<file path="config.mk">
export PLATFORM = sky130hd
export DESIGN_NAME = left_io_tile_gen
export DESIGN_NICKNAME = d
export VERILOG_FILES = /design/src/rtl/left_io_tile_gen.sv
export SDC_FILE = /design/constraint.sdc
export NUM_CORES = 1
export LEC_CHECK = 0
export ABC_CLOCK_PERIOD_IN_PS = 17500
export CORE_ASPECT_RATIO = 1.2
export CORE_MARGIN = 2
export CORE_UTILIZATION = 40
export CTS_BUF_LIST = sky130_fd_sc_hd__clkbuf_8 sky130_fd_sc_hd__clkbuf_16
export CTS_CLUSTER_DIAMETER = 200
export DETAILED_ROUTE_END_ITERATION = 6
export PLACE_DENSITY = 0.68
export SYNTH_ARGS = -nofsm -noshare
export SYNTH_HDL_FRONTEND = slang
export SYNTH_SLANG_ARGS = --single-unit
</file>
<file path="constraint.sdc">
create_clock -name prog_clk -period 17.5 [get_ports prog_clk]
set_clock_uncertainty 0.2 [all_clocks]
set_input_delay 2.625 -clock prog_clk [delete_from_list [all_inputs] [get_ports prog_clk]]
set_output_delay 2.625 -clock prog_clk [all_outputs]
set_load 0.005 [all_outputs]
</file>
<file path="src/rtl/left_io_tile_gen.sv">
// rtl/left_io_tile_gen.sv - left-edge I/O tile: switch block, pad connection block, counted ccff scan chain
// Optional macro LEFT_IO_TILE_SHADOW_EN routes from a commit-loaded shadow copy of the chain.
module left_io_tile_gen #(
   parameter int CHAN_W = 30,
   parameter int N_IO   = 4,
   parameter int N_OPIN = 8
) (
   input  logic              prog_clk,
   input  logic              prog_reset,
   input  logic              ccff_head,
   input  logic              ccff_en,
   input  logic              ccff_commit,
   output logic              ccff_tail,
   output logic              cfg_done,
   input  logic              isol_n,
   input  logic [CHAN_W-1:0] chany_top_in,
   input  logic [CHAN_W-1:0] chany_bottom_in,
   input  logic [CHAN_W-1:0] chanx_right_in,
   output logic [CHAN_W-1:0] chany_top_out,
   output logic [CHAN_W-1:0] chany_bottom_out,
   output logic [CHAN_W-1:0] chanx_right_out,
   input  logic [N_OPIN-1:0] right_opin,
   input  logic [N_IO-1:0]   gfpga_pad_io_soc_in,
   output logic [N_IO-1:0]   gfpga_pad_io_soc_out,
   output logic [N_IO-1:0]   gfpga_pad_io_soc_dir,
   output logic [N_IO-1:0]   inpad
);
   localparam int CHAIN_LEN = 6*CHAN_W + N_IO;
   localparam int CNT_W     = $clog2(CHAIN_LEN+1);
   localparam logic [CNT_W-1:0] CNT_MAX = CNT_W'(CHAIN_LEN);

   logic [CHAIN_LEN-1:0] chain;
   logic [CHAIN_LEN-1:0] act;
   logic [CNT_W-1:0]     bit_cnt;
   logic [N_IO-1:0]      d;

   // bit_cnt saturates so cfg_done stays high through any over-shift
   always_ff @(posedge prog_clk or posedge prog_reset) begin
      if (prog_reset) begin
         chain   <= '0;
         bit_cnt <= '0;
      end else if (ccff_en) begin
         chain <= {chain[CHAIN_LEN-2:0], ccff_head};
         if (bit_cnt != CNT_MAX)
            bit_cnt <= bit_cnt + 1'b1;
      end
   end

   assign ccff_tail = chain[CHAIN_LEN-1];
   assign cfg_done  = (bit_cnt == CNT_MAX);

`ifdef LEFT_IO_TILE_SHADOW_EN
   logic [CHAIN_LEN-1:0] shadow;

   // commit samples the pre-shift chain even when a shift happens on the same edge
   always_ff @(posedge prog_clk or posedge prog_reset) begin
      if (prog_reset)
         shadow <= '0;
      else if (ccff_commit)
         shadow <= chain;
   end

   assign act = shadow;
`else
   logic unused_commit;
   assign unused_commit = ccff_commit;
   assign act = chain;
`endif

   assign d                    = act[6*CHAN_W +: N_IO];
   assign gfpga_pad_io_soc_dir = ~d | {N_IO{~isol_n}};
   assign gfpga_pad_io_soc_out = chany_bottom_in[N_IO-1:0] & d & {N_IO{isol_n}};
   assign inpad                = gfpga_pad_io_soc_in & ~d & {N_IO{isol_n}};

   always_comb begin
      chany_top_out    = '0;
      chany_bottom_out = '0;
      chanx_right_out  = '0;
      for (int i = 0; i < CHAN_W; i++) begin
         case (act[2*i +: 2])
            2'd0:    chany_top_out[i] = chany_bottom_in[i];
            2'd1:    chany_top_out[i] = chanx_right_in[i];
            2'd2:    chany_top_out[i] = inpad[i % N_IO];
            default: chany_top_out[i] = 1'b0;
         endcase
         case (act[2*CHAN_W + 2*i +: 2])
            2'd0:    chany_bottom_out[i] = chany_top_in[i];
            2'd1:    chany_bottom_out[i] = chanx_right_in[i];
            2'd2:    chany_bottom_out[i] = inpad[i % N_IO];
            default: chany_bottom_out[i] = 1'b0;
         endcase
         case (act[4*CHAN_W + 2*i +: 2])
            2'd0:    chanx_right_out[i] = chany_bottom_in[i];
            2'd1:    chanx_right_out[i] = chany_top_in[i];
            2'd2:    chanx_right_out[i] = right_opin[i % N_OPIN];
            default: chanx_right_out[i] = 1'b0;
         endcase
      end
   end

endmodule

</file>
==> impl_results.md <==
* Worst r2r src: bit_cnt[0]$_DFFE_PP0P_
* Worst setup margin at 9320 ps
* Total GRT Usage at 18.6%
* Fmax at 122 MHz
* Clk sink count at 192
* Synth area leaders: dfrtp_1 51%, mux2_2 22%, mux2i_1 9.6%
* Clk_lat worst skew at 430 ps
* Core Area at 23100 sq um
* Vias/cell at 5.09
* Num CTS Buffers at 17
* DRT iter0 DRCs at 236
* Resize count post-CTS at 0
* Netlist Area Pre-Place at 9390 sq um
* Antenna violations before repair at 0
* Share of cells above drive strength 1 at 24.5%
* Top_reg_cell synth: dfrtp_1
* Fill cells at 1998
* CP Max Fanout at 17
* RR Endpoint: bit_cnt[1]$_DFFE_PP0P_
* Setup TNS at 0 ps
* R2R depth at 5
* Hold crit path type: reg2reg
* Final instance area at 12300 sq um
* Fin nets at 1028
* Post-Route WL at 22600 um
* R2R setup slack at 15800 ps
* Sequential-to-total area share from yosys stat at 51.2%
* Routability cong. at 0.782
* Tcrit/Tclk final at 46.8%
* Initial core utilization at 40.6%
* Leak Pwr at 5.27 nW
* Hold_buf cts at 0
* Yosys top cell area share at 51.2%
* Net Count, Synth at 826
* CTS tree: done
* Distinct cells, synth at 26
* DP Wirelength at 15700 um
* Placed cell area at 11700 sq um
* Cell area power density at 92.5 nW/um^2
* H-tree depth at 4
* Final hold violations at 0
* Max Buffers Root-to-Sink at 2
* WP data required at 14680 ps
* Crit path DAT at 5360 ps
* IO Pins at 212
* Crit start category: primary input
* Number of synthesized flops with an enable pin at 0
* Ys async rst share at 100%
* Crit. End Element: output port
* Synth top cells by count: 192 x dfrtp_1, 185 x mux2_2, 90 x mux2i_1, 74 x nand3b_1, 65 x o21ai_0
* I/O Buffers at 210
* Total gr overflow at 0
* Vias in the first global route at 6198
* Worst VDD drop at 0.0000633 V
* Diode count at 0
* Cell with the most instances after synthesis: dfrtp_1
* MaxCap Viol Count at 0
* DR vias at 6332
* RSZ-0062 raised after global routing: false
* CTS clock-pin slew for the worst setup and hold paths at 70 ps
* Yosys Warn Count at 0
* Largest net degree at the start of global routing at 108
* Drc violations at 0
* Yosys reg bits at 192
* Status: completed
* Final setup viols at 0
* Relative slew slack at 24.7%
* Pin slew with the least headroom to its limit at 1130 ps
* DRT antenna net count at 0
* Layout area overhead at 31.0%
* Slew Viols, Final at 0
* Post-synthesis cell count at 716
* CP Class: in2out
* Worst slack, placed at 9300 ps
* Largest area contributor in the netlist: dfrtp_1
* Die Span Y at 172 um
* Die width at 144 um
* Cell row count at 61
* Tmin final at 8180 ps
* Number of detailed-route iterations in the first pass at 4
* Worst Setup SP: isol_n
* Post-CTS setup buffer count at 0
* First-pass GRT wire length at 34600 um
* Wirelength per Cell at 18.2 um
* Syn Area/Cell at 13.1 sq um
* CTS Root Cell: clkbuf_16
* Final Core Density at 53.2%
* Full die area at 24700 sq um
* CP Capture Point: chany_top_out[20]
## layout by cell type, fill, tap and decap left out
cell               n
clkinvlp_4         1
bufinv_16          5
clkinv_2           2
xor2_1             2
nor2_1             3
nand2_1           23
and3b_1            2
nand4_1            1
nand4_2            1
o22ai_1           16
mux2i_1           90
buf_6              1
o21ai_0           65
clkdlybuf4s50_1  209
nand3_1            2
mux2_2           185
nand3b_1          74
clkbuf_16         17
inv_6              3
ha_1               2
dfrtp_1          192
inv_1              4
and3_2             4
o21ai_1           11
nand4bb_1          1
nor3_2             1
or2_2              1
buf_4              3
xnor2_1            4
inv_8              2
and3b_2            2
## critical path, stage by stage
cell	delay (ps)
clkdlybuf4s50_1	760
and3b_1	990
mux2i_1	160
o21ai_0	260
clkdlybuf4s50_1	540
## stage by stage
step           hold WS [ps]  power (mW)  std cells
6_report                279        1.14       1244
5_1_grt                 285        1.19       1244
4_1_cts                 280        1.15       1244
3_5_place_dp            267       0.726       1214
3_3_place_gp            256       0.722       1214
2_1_floorplan           242       0.620        716
## cell families after synthesis
logic type / share of synthesized area (%)
fa+ha+maj: 0.266
compound gates: 5.12
buf+inv: 2.83
mux: 31.8
simple gates: 8.28
flops: 51.2
xor+xnor: 0.560
## registers in the layout, summed over array words and instances, names as in the netlist
| name | cells |
|---|---|
| act | 184 |
| bit_cnt | 8 |
## how the worst min path moves through the flow
stage                                 startpoint                     end  slack (ps)  cells after the start
after global routing      bit_cnt[7]$_DFFE_PP0P_  bit_cnt[7]$_DFFE_PP0P_         290                      1
final                     bit_cnt[7]$_DFFE_PP0P_  bit_cnt[7]$_DFFE_PP0P_         280                      1
after global placement    bit_cnt[7]$_DFFE_PP0P_  bit_cnt[7]$_DFFE_PP0P_         260                      1
after CTS                 bit_cnt[7]$_DFFE_PP0P_  bit_cnt[7]$_DFFE_PP0P_         280                      1
after floorplan           bit_cnt[7]$_DFFE_PP0P_  bit_cnt[7]$_DFFE_PP0P_         240                      1
after detailed placement  bit_cnt[7]$_DFFE_PP0P_  bit_cnt[7]$_DFFE_PP0P_         270                      1
## per-layer routing
layer	vias up	track usage, %	wire length, um
met5	-	0	0
met4	0	4.69	212
met3	15	3.67	958
met2	137	30.9	11200
met1	3124	24.9	10300
li1	3056	-	-
## cell type report
class	instances	area (sq um)	share of cell area, %
clock inverter	13	209	1.70
sequential	192	4800	39.1
inverter	4	22.5	0.183
tap	315	394	3.20
clock buffer	17	425	3.46
multi-input combinational	490	4320	35.1
timing repair buffer	213	2130	17.3
## where the power goes
group          switching, mW  internal [mW]  leakage, nW  total, mW
sequential            0.0373          0.480         2.62      0.518
combinational         0.0736          0.123         2.34      0.196
clock                  0.170          0.254        0.313      0.424
total                  0.281          0.857         5.27       1.14
Power figures use the tool's default switching activity.
